`src/rtl/sc_game_controller.sv`:
```
// Sequencing FSM for the 8x8 falling-piece playfield: gravity, shifts, undo, merge, load, score.
// Optional macro SC_GAMECTRL_SPEEDUP_EN shortens the gravity period as the score grows.
module sc_game_controller #(
  parameter int unsigned TICK_DIV   = 25000000,
  parameter int unsigned TICK_WIDTH = 25
) (
  input  logic       SC_GAMECTRL_CLOCK_50,
  input  logic       SC_GAMECTRL_RESET_InLow,
  input  logic       SC_GAMECTRL_start_In,
  input  logic       SC_GAMECTRL_left_In,
  input  logic       SC_GAMECTRL_right_In,
  input  logic       SC_GAMECTRL_collision_InLow,
  output logic       SC_GAMECTRL_load_Out,
  output logic       SC_GAMECTRL_down_Out,
  output logic       SC_GAMECTRL_up_Out,
  output logic       SC_GAMECTRL_left_Out,
  output logic       SC_GAMECTRL_right_Out,
  output logic       SC_GAMECTRL_merge_Out,
  output logic       SC_GAMECTRL_gameOver_Out,
  output logic [7:0] SC_GAMECTRL_score_OutBUS,
  output logic [3:0] SC_GAMECTRL_state_OutBUS
);

  typedef enum logic [3:0] {
    S_IDLE     = 4'd0,
    S_LOAD     = 4'd1,
    S_CHKLOAD  = 4'd2,
    S_WAIT     = 4'd3,
    S_MOVE     = 4'd4,
    S_CHKMOVE  = 4'd5,
    S_UNDO     = 4'd6,
    S_MERGE    = 4'd7,
    S_GAMEOVER = 4'd8
  } state_t;

  typedef enum logic [1:0] {
    MV_DOWN  = 2'd0,
    MV_LEFT  = 2'd1,
    MV_RIGHT = 2'd2
  } move_t;

  localparam logic [TICK_WIDTH-1:0] TICK_LAST = TICK_WIDTH'(TICK_DIV - 1);

  state_t                state_q, state_d;
  move_t                 move_q, move_d;
  logic                  tick_pend_q, tick_pend_d;
  logic                  left_pend_q, left_pend_d;
  logic                  right_pend_q, right_pend_d;
  logic [TICK_WIDTH-1:0] cnt_q, cnt_d, cnt_last;
  logic [7:0]            score_q, score_d;
  logic                  load_q, load_d, down_q, down_d, up_q, up_d;
  logic                  shl_q, shl_d, shr_q, shr_d, merge_q, merge_d, over_q, over_d;
  logic                  in_play, tick_evt, left_evt, right_evt;

  always_comb begin
    in_play   = (state_q != S_IDLE) && (state_q != S_GAMEOVER);
    tick_evt  = in_play && (cnt_q == cnt_last);
    left_evt  = in_play && SC_GAMECTRL_left_In;
    right_evt = in_play && SC_GAMECTRL_right_In;
    cnt_d     = '0;
    if (in_play && !tick_evt) cnt_d = cnt_q + 1'b1;
  end

`ifdef SC_GAMECTRL_SPEEDUP_EN
  logic [TICK_WIDTH-1:0] cnt_last_q, cnt_last_d;
  logic [1:0]            level;
  logic [31:0]           period_full;

  // The wrap point is only re-evaluated at a wrap, so a level change never cuts a period short.
  always_comb begin
    level       = (score_q[7:4] > 4'd3) ? 2'd3 : score_q[5:4];
    period_full = TICK_DIV >> level;
    cnt_last_d  = cnt_last_q;
    if (!in_play)      cnt_last_d = TICK_LAST;
    else if (tick_evt) cnt_last_d = TICK_WIDTH'(period_full - 32'd1);
  end

  always_ff @(posedge SC_GAMECTRL_CLOCK_50 or negedge SC_GAMECTRL_RESET_InLow) begin
    if (!SC_GAMECTRL_RESET_InLow) cnt_last_q <= TICK_LAST;
    else                          cnt_last_q <= cnt_last_d;
  end

  assign cnt_last = cnt_last_q;
`else
  assign cnt_last = TICK_LAST;
`endif

  always_comb begin
    state_d      = state_q;
    move_d       = move_q;
    score_d      = score_q;
    tick_pend_d  = tick_pend_q | tick_evt;
    left_pend_d  = left_pend_q | left_evt;
    right_pend_d = right_pend_q | right_evt;
    case (state_q)
      S_IDLE, S_GAMEOVER: begin
        if (SC_GAMECTRL_start_In) begin
          state_d = S_LOAD;
          score_d = 8'd0;
        end
      end
      S_LOAD:    state_d = S_CHKLOAD;
      S_CHKLOAD: state_d = SC_GAMECTRL_collision_InLow ? S_WAIT : S_GAMEOVER;
      S_WAIT: begin
        if (tick_pend_q) begin
          move_d  = MV_DOWN;
          state_d = S_MOVE;
        end else if (left_pend_q ^ right_pend_q) begin
          move_d  = left_pend_q ? MV_LEFT : MV_RIGHT;
          state_d = S_MOVE;
        end else if (left_pend_q && right_pend_q) begin
          left_pend_d  = left_evt;
          right_pend_d = right_evt;
        end
      end
      S_MOVE: begin
        // A fresh event in the serving cycle survives the clear.
        case (move_q)
          MV_LEFT:  left_pend_d  = left_evt;
          MV_RIGHT: right_pend_d = right_evt;
          default:  tick_pend_d  = tick_evt;
        endcase
        state_d = S_CHKMOVE;
      end
      S_CHKMOVE: state_d = SC_GAMECTRL_collision_InLow ? S_WAIT : S_UNDO;
      S_UNDO:    state_d = (move_q == MV_DOWN) ? S_MERGE : S_WAIT;
      S_MERGE: begin
        score_d = (score_q == 8'hFF) ? score_q : score_q + 8'd1;
        state_d = S_LOAD;
      end
      default: state_d = S_IDLE;
    endcase
    if (state_d == S_LOAD) begin
      tick_pend_d  = 1'b0;
      left_pend_d  = 1'b0;
      right_pend_d = 1'b0;
    end
  end

  // Command outputs are single-cycle strobes with no back-pressure; the register banks act
  // on the edge that ends each strobe, and the detector result is sampled one state later.
  always_comb begin
    load_d  = (state_d == S_LOAD);
    down_d  = (state_d == S_MOVE) && (move_d == MV_DOWN);
    up_d    = (state_d == S_UNDO) && (move_d == MV_DOWN);
    shl_d   = ((state_d == S_MOVE) && (move_d == MV_LEFT)) ||
              ((state_d == S_UNDO) && (move_d == MV_RIGHT));
    shr_d   = ((state_d == S_MOVE) && (move_d == MV_RIGHT)) ||
              ((state_d == S_UNDO) && (move_d == MV_LEFT));
    merge_d = (state_d == S_MERGE);
    over_d  = (state_d == S_GAMEOVER);
  end

  always_ff @(posedge SC_GAMECTRL_CLOCK_50 or negedge SC_GAMECTRL_RESET_InLow) begin
    if (!SC_GAMECTRL_RESET_InLow) begin
      state_q      <= S_IDLE;
      move_q       <= MV_DOWN;
      tick_pend_q  <= 1'b0;
      left_pend_q  <= 1'b0;
      right_pend_q <= 1'b0;
      cnt_q        <= '0;
      score_q      <= 8'd0;
      load_q       <= 1'b0;
      down_q       <= 1'b0;
      up_q         <= 1'b0;
      shl_q        <= 1'b0;
      shr_q        <= 1'b0;
      merge_q      <= 1'b0;
      over_q       <= 1'b0;
    end else begin
      state_q      <= state_d;
      move_q       <= move_d;
      tick_pend_q  <= tick_pend_d;
      left_pend_q  <= left_pend_d;
      right_pend_q <= right_pend_d;
      cnt_q        <= cnt_d;
      score_q      <= score_d;
      load_q       <= load_d;
      down_q       <= down_d;
      up_q         <= up_d;
      shl_q        <= shl_d;
      shr_q        <= shr_d;
      merge_q      <= merge_d;
      over_q       <= over_d;
    end
  end

  assign SC_GAMECTRL_load_Out     = load_q;
  assign SC_GAMECTRL_down_Out     = down_q;
  assign SC_GAMECTRL_up_Out       = up_q;
  assign SC_GAMECTRL_left_Out     = shl_q;
  assign SC_GAMECTRL_right_Out    = shr_q;
  assign SC_GAMECTRL_merge_Out    = merge_q;
  assign SC_GAMECTRL_gameOver_Out = over_q;
  assign SC_GAMECTRL_score_OutBUS = score_q;
  assign SC_GAMECTRL_state_OutBUS = state_q;

endmodule
```
`config.mk`:
```
export PLATFORM = sky130hd
export DESIGN_NAME = sc_game_controller
export DESIGN_NICKNAME = d
export VERILOG_FILES = /design/src/rtl/sc_game_controller.sv
export SDC_FILE = /design/constraint.sdc
export NUM_CORES = 1
export LEC_CHECK = 0
export ABC_CLOCK_PERIOD_IN_PS = 2100
export BUFFER_PORTS_ARGS = -buffer_cell sky130_fd_sc_hd__clkbuf_2
export CAP_MARGIN = 20
export CORE_MARGIN = 3
export CORE_UTILIZATION = 45
export CTS_CLUSTER_SIZE = 24
export DETAILED_ROUTE_END_ITERATION = 10
export PLACE_DENSITY = 0.63
export SLEW_MARGIN = 0
export SYNTH_ARGS = -nofsm -noshare
export SYNTH_HDL_FRONTEND = slang
export SYNTH_SLANG_ARGS = --single-unit
```
`constraint.sdc`:
```
create_clock -name SC_GAMECTRL_CLOCK_50 -period 2.1 [get_ports SC_GAMECTRL_CLOCK_50]
set_clock_uncertainty 0.15 [all_clocks]
set_input_delay 0.525 -clock SC_GAMECTRL_CLOCK_50 [delete_from_list [all_inputs] [get_ports SC_GAMECTRL_CLOCK_50]]
set_output_delay 0.525 -clock SC_GAMECTRL_CLOCK_50 [all_outputs]
set_load 0.01 [all_outputs]
```
# Word level (Yosys, flattened, before mapping)
# Cells that the tools add are included.
# word_totals
reg_bits,49
inputBits,6
out_inout_bits,19
elab_cells,95
# op_classes
n_addsub,2
eq_ne,22
n_mux,30
bitwise_logic,4
reduce_logical,23
# ops
op,n
case mux 4 bit (8 select lines),1
equality test 4 x 3 -> 1 bit (second input constant),7
adder 25 x 1 -> 25 bit (second input constant),1
equality test 25 bit (second input constant),1
two-way mux 25 bit,1
two-way mux 4 bit,4
two-way mux 8 bit,2
case mux 8 bit (2 select lines),1
two-way mux 1 bit,13
logical AND 1 bit,12
adder 8 x 1 -> 8 bit (second input constant),1
equality test 4 x 1 -> 1 bit (second input constant),2
equality test 4 x 2 -> 1 bit (second input constant),2
equality test 4 bit (second input constant),2
equality test 8 bit (second input constant),1
two-way mux 2 bit,4
two-way mux 3 bit,2
equality test 2 x 1 -> 1 bit (second input constant),2
equality test 2 bit (second input constant),2
logical NOT 2 bit,2
logical NOT 4 bit,1
!= test 2 bit (second input constant),2
!= test 4 bit (second input constant),1
case mux 1 bit (2 select lines),2
8 further kinds,12

# Longest topological paths before layout
# Gate-level depths: netlist of run 1.
# logic_depth
ltp_word,9
depth_mapped,7
ltp_nobuf,6

# Worst setup path before layout of run 1
# Ideal clock, no wire load.
# synth_timing
path_kind,reg2reg
from,register cnt_q[0]
to,register cnt_q[15]
setup_time_ps,119
arrival_time_ps,1680
t_required_ps,1831
setup_slack_ps,151
path_stages_with_launch,8
n_path_buf,1
period_less_slack_ps,1949
cell_sequence,dfrtp_1 ha_1 nand4_1 or2_1 or3_4 nand2_4 buf_8 nor2_1
# synth_between
elab_chain_cells,5
word_cells_on_any_way,6
classes_between,1 x add/sub; 1 x eq/ne; 1 x mux; 3 x reduce/logical
# synth_lines
item,line_no,rtl
start: declaration,49,"logic [TICK_WIDTH-1:0] cnt_q, cnt_d, cnt_last;"
start signal: assignment,176,cnt_q <= cnt_d;
"parallel branches: the longest is 4 deep, another holds adder 25 x 1 -> 25 bit",-,
two-way mux 25 bit (*),61,if (in_play && !tick_evt) cnt_d = cnt_q + 1'b1;
via cnt_d[15],49,
# Mark *: on every way through the listed nets, which the timed path passes.
# A chain may end at the register's enable or synchronous reset.

# Final worst setup path of run 1
# layout_timing
from,register cnt_q[1]
to,register cnt_q[8]
# Same word-level chain as after synthesis.

==> results.json, run 1 <==
{
  "outcome": "finished, final reports clean",
  "synthesis.nets": 259,
  "critical_path_class": "register to register",
  "p_leak_nw": 1.30,
  "overflow": 0,
  "most-common-layout-cells": "51 x nor2_1, 49 x dfrtp_1, 24 x clkbuf_2, 18 x nand2_1, 18 x nand3_1",
  "first_pass_iters": 4,
  "r2r_slack_ps": 140,
  "die_h_um": 79.4,
  "grt_pass1_vias": 1838,
  "critPathCaptureType": "register",
  "hp-class": "input pin to async pin",
  "finalNonFillerCells": 357,
  "place.gp.congestion": 0.841,
  "clkSlewWorstSetupHoldPaths_ps": 80,
  "synthArstFlopShare": 1.00,
  "routedWlPerCell_um": 13.0,
  "antenna_left": 0,
  "synth_area_um2": 2430,
  "grt_max_degree": 50,
  "r2r_end": "cnt_q[8]",
  "dpl.cell_count": 349,
  "dr.first_iter.drc_count": 95,
  "p_seq_frac": 0.449,
  "start_kind": "register",
  "cp_max_fo": 23,
  "finalHoldViolations": 0,
  "period_needed_ps": 1960,
  "rsz0062_at_grt": "no",
  "clock-sinks": 49,
  "tightest_slew_ps": 375,
  "final_common_cell": "nor2_1",
  "fp.dieArea_um2": 6310,
  "avgSynthCellArea_um2": 9.83,
  "crit_required_ps": 2150,
  "rr_startpoint": "cnt_q[1]",
  "core_um2": 5170,
  "arrival_ps": 2010,
  "maxCapViolCount": 0,
  "power.switching_mw": 1.01,
  "die_w_um": 79.4,
  "comb_power_share": 0.352,
  "diodes": 0,
  "relSlewSlack": 0.750,
  "ys_ff_latch": 49,
  "clock-root-buffer": "clkbuf_8",
  "cts_buffers": 5,
  "num-fill-cells": 462,
  "dp_hpwl_mm": 3.33,
  "max_freq_mhz": 510,
  "vias": 1853,
  "ctsLongestPathBuffers": 2,
  "wirelength_mm": 4.63,
  "ir_drop_uv": 580,
  "fin_tns_setup_ps": 0,
  "swShare": 0.377,
  "fin_area_um2": 2800,
  "critical_path.cell_chain": "ha_1 -> nand4_1 -> or2_1 -> or3_4 -> nand2_8 -> nor2_1",
  "io-pin-count": 25,
  "slowest_stage": "or3_4",
  "grt_pass1_wl_mm": 8.23,
  "port_buffers": 24,
  "p_int_mw": 1.68,
  "synth.yosys.seq_area_share": 0.505,
  "drv_slew": 0,
  "synthDistinctLibCells": 45,
  "clkLatencyLatePin_ps": 310,
  "antenna_found_initial": 0,
  "netlist_instances": 247,
  "area_delta_synth_final_pct": 15.4,
  "layout-drive-gt1-share": 0.174,
  "place_area_um2": 2700,
  "setup_viol": 0,
  "num_rows": 26,
  "via_per_inst": 5.19,
  "powerDensity_nw_per_um2": 961,
  "htreeDepth": 2,
  "clkPwrFrac": 0.199,
  "synth_edf_count": 0,
  "gr-usage-all-layers": 0.165,
  "startpoint": "cnt_q[1]",
  "cts_tree": "yes",
  "drc": 0,
  "start_util": 0.469,
  "slowest_delay_ps": 440,
  "synth_flop_cell": "dfrtp_1",
  "r2r_cells": 6,
  "yosys_warnings": 0,
  "fin_crit_sh": 0.933,
  "nNetsFinal": 298
}
[synth_stat cells, types with 2 or more instances]
cell type  count  share of area
nor3b_1        2         0.0062
nor3_1         6          0.012
ha_1           6          0.031
a32oi_1        2         0.0072
clkbuf_1       2         0.0031
nand4_1        7          0.018
dfrtp_1       49           0.51
and3_1         4          0.010
o21ai_0        7          0.014
a21oi_1        3         0.0062
and2_1         3         0.0077
a211oi_1       2         0.0062
and4_1         2         0.0072
inv_1          6         0.0093
xnor2_1       10          0.036
xor2_1        17          0.061
nand2_1       18          0.028
nor2_1        51          0.079
buf_8          2          0.012
nor4_2         2          0.010
nor2b_1        3         0.0077
nand3_1       18          0.037
or3_1          2         0.0052
nor4_1         2         0.0052
[how the worst max path moves through the flow]
stage | to | depth (start not counted)
2_1_floorplan | cnt_q[15] | 7
3_3_place_gp | cnt_q[12] | 6
3_5_place_dp | cnt_q[9] | 6
4_1_cts | cnt_q[21] | 6
5_1_grt | cnt_q[24] | 8
6_report | cnt_q[8] | 6
[state kept, by name, indices dropped and copies added, names as in the netlist]
signal / count
cnt_q: 25
SC_GAMECTRL_score_OutBUS: 8
SC_GAMECTRL_state_OutBUS: 4
move_q: 2
SC_GAMECTRL_down_Out: 1
SC_GAMECTRL_gameOver_Out: 1
SC_GAMECTRL_left_Out: 1
SC_GAMECTRL_load_Out: 1
SC_GAMECTRL_merge_Out: 1
SC_GAMECTRL_right_Out: 1
SC_GAMECTRL_up_Out: 1
left_pend_q: 1
right_pend_q: 1
tick_pend_q: 1
[area by class of cell]
cell class | instances | area, um2 | share of cell area
clock inverters | 2 | 10.0 | 0.00357
inverters | 6 | 22.5 | 0.00804
clock buffers | 6 | 72.6 | 0.0259
flip-flops and latches | 49 | 1230 | 0.438
multi-input cells | 187 | 1150 | 0.411
well taps | 70 | 87.6 | 0.0313
repair buffers | 37 | 230 | 0.0822
[kinds of logic after synthesis]
logic type | after synthesis | share of synthesized area
AO/OA/AOI/OAI | 24 | 0.0675
XOR/XNOR | 27 | 0.0974
adder cells (fa/ha/maj) | 6 | 0.0309
buffers and inverters | 11 | 0.0268
flip-flops | 49 | 0.505
multiplexers | 1 | 0.00464
AND/OR/NAND/NOR | 129 | 0.268
[metrics by stage]
| step | util | power, mW | hold slack (ps) | setup slack [ps] |
|---|---|---|---|---|
| after detailed placement | 0.522 | 2.16 | 382 | 53.2 |
| after floorplan | - | 1.89 | 79.4 | 151 |
| after global routing | 0.541 | 2.90 | 64.9 | 8.97 |
| after CTS | 0.538 | 2.69 | 62.0 | 54.1 |
| after global placement | 0.522 | 2.16 | 371 | 99.9 |
| final | 0.541 | 2.69 | 41.1 | 140 |
[critical path, delay by kind of cell, from the launching register on]
kind / cells / cell delay [ps]
and+or+nand+nor: 5 / 1080
DFF: 1 / 390
adders and majority gates: 1 / 230
[repair_timing]
action	CTS	global route
gates resized for setup	0	2
hold buffers	0	0
setup buffers	0	0
setup endpoints to repair	0	25
[power groups by stage]
stage               Clock [mW]  Sequential [mW]  Combinational, mW
finish                   0.534             1.21              0.947
detailed placement           0             1.23              0.934
global route             0.591             1.23               1.07
CTS                      0.549             1.21              0.937
floorplan                    0             1.23              0.661
global placement             0             1.22              0.934
[layer usage]
| layer | global-route usage | routed length, um |
|---|---|---|
| met1 | 0.231 | 2380 |
| met2 | 0.247 | 2000 |
| met3 | 0.0497 | 206 |
| met4 | 0.0447 | 46 |
| met5 | 0 | 0 |
Power figures use the tool's default switching activity.
==> run 2: changes to the inputs <==
- CORE_UTILIZATION: 45 -> 40
- PLACE_DENSITY: 0.63 -> 0.57
==> run 2 against run 1 <==
- global-route usage shrank 2.4 points
- clock-buffer cell count grew 1
- critical path depth is the same
- setup slack gained 44 ps
- sequential share of layout area shrank 0.23 points
- routed wire length is essentially flat
- sequential power is essentially flat
- cell area grew 0.54%
- core utilization shrank 4.5 points
- non-clock buffer count is the same
- largest cell class unchanged
- largest power group unchanged
==> results.json, run 2 (same netlist as run 1, synthesis figures left out) <==
{
  "overflow": 0,
  "relSlewSlack": 0.770,
  "area_delta_synth_final_pct": 16.0,
  "hp-class": "input pin to async pin",
  "p_leak_nw": 1.32,
  "clock-sinks": 49,
  "fin_area_um2": 2820,
  "critical_path_class": "register to register",
  "grt_max_degree": 50,
  "period_needed_ps": 1920,
  "nNetsFinal": 298,
  "drv_slew": 0,
  "antenna_found_initial": 0,
  "start_kind": "register",
  "routedWlPerCell_um": 12.9,
  "whs_ps": 50.0,
  "final_common_cell": "nor2_1",
  "fin_tns_setup_ps": 0,
  "crit_required_ps": 2140,
  "cts_tree": "yes",
  "cts_resized": 0,
  "io-pin-count": 25,
  "vias": 1844,
  "total_power_mw": 2.69,
  "fin_crit_sh": 0.912,
  "max_freq_mhz": 522,
  "port_buffers": 24,
  "num_rows": 27,
  "cts_buffers": 5,
  "grt_pass1_wl_mm": 8.11,
  "outcome": "finished, final reports clean",
  "powerDensity_nw_per_um2": 954,
  "via_per_inst": 5.15,
  "drc": 0,
  "die_h_um": 83.9,
  "die_w_um": 83.9,
  "place.gp.congestion": 0.811,
  "critPathCaptureType": "register",
  "diodes": 0,
  "clkSlewWorstSetupHoldPaths_ps": 80,
  "place_area_um2": 2710,
  "clkLatencyLatePin_ps": 300,
  "top_register": "cnt_q",
  "start_util": 0.428,
  "cp_max_fo": 23,
  "setup_viol": 0,
  "tightest_slew_ps": 340,
  "dp_hpwl_mm": 3.26,
  "first_pass_iters": 6,
  "htreeDepth": 2,
  "core_um2": 5680,
  "maxCapViolCount": 0,
  "wirelength_mm": 4.63,
  "largest_register_ffs": 25,
  "cts_setup_buffers": 0,
  "gr-usage-all-layers": 0.141,
  "antenna_left": 0,
  "rsz0062_at_grt": "no",
  "ctsLongestPathBuffers": 2,
  "clock-root-buffer": "clkbuf_8",
  "finalHoldViolations": 0,
  "most-common-layout-cells": "51 x nor2_1, 49 x dfrtp_1, 24 x clkbuf_2, 18 x nand2_1, 18 x nand3_1",
  "layout-drive-gt1-share": 0.171,
  "ir_drop_uv": 539,
  "grt_pass1_vias": 1759,
  "dr.first_iter.drc_count": 82,
  "cts_hold_buf": 0,
  "fp.dieArea_um2": 7040,
  "arrival_ps": 1950
}
run 2: worst paths after layout:
check	startpoint	endpoint	slack, ps	cells after the start
max in group asynchronous	SC_GAMECTRL_RESET_InLow	cnt_q[3]	1520	2
min in group SC_GAMECTRL_CLOCK_50	SC_GAMECTRL_right_In	right_pend_q	330	3
worst min-delay path	SC_GAMECTRL_RESET_InLow	cnt_q[15]	50	2
worst max register to register	cnt_q[1]	cnt_q[14]	180	6
worst max-delay path	cnt_q[1]	cnt_q[14]	180	6
worst min register to register	cnt_q[19]	cnt_q[19]	390	2
run 2: metal layers:
metal	up-vias	track usage	wire, um
met5	-	0	0
met4	0	0.0439	58
met3	5	0.0424	172
met2	24	0.205	1970
met1	878	0.201	2430
li1	937	-	-
run 2: cell type report:
type,instances,area (um2)
well taps,72,90.1
repair buffers,37,230
flip-flops and latches,49,1230
clock buffers,7,86.3
inverters,6,22.5
fillers,550,2860
multi-input cells,187,1160
run 2: metrics by stage:
stage / cells / util / setup slack, ps
finish: 358 / 0.496 / 184
global route: 358 / 0.496 / 30.7
CTS: 358 / 0.492 / 81.8
detailed placement: 351 / 0.477 / 102
global placement: 351 / 0.477 / 98.1
floorplan: 247 / - / 151
run 2: power by group:
group          switching (mW)  total, mW  leakage, nW  internal, mW
sequential              0.150       1.23        0.661          1.08
clock                   0.293      0.555       0.0443         0.262
combinational           0.551      0.906        0.611         0.355
total                   0.994       2.69         1.32          1.69
run 2: worst max-delay path: stages, from the launching register on:
cell and delay (ps):
dfrtp_1 390, ha_1 220, nand4_1 120, or2_1 250
or3_4 440, nand2_8 170, nor2_1 70
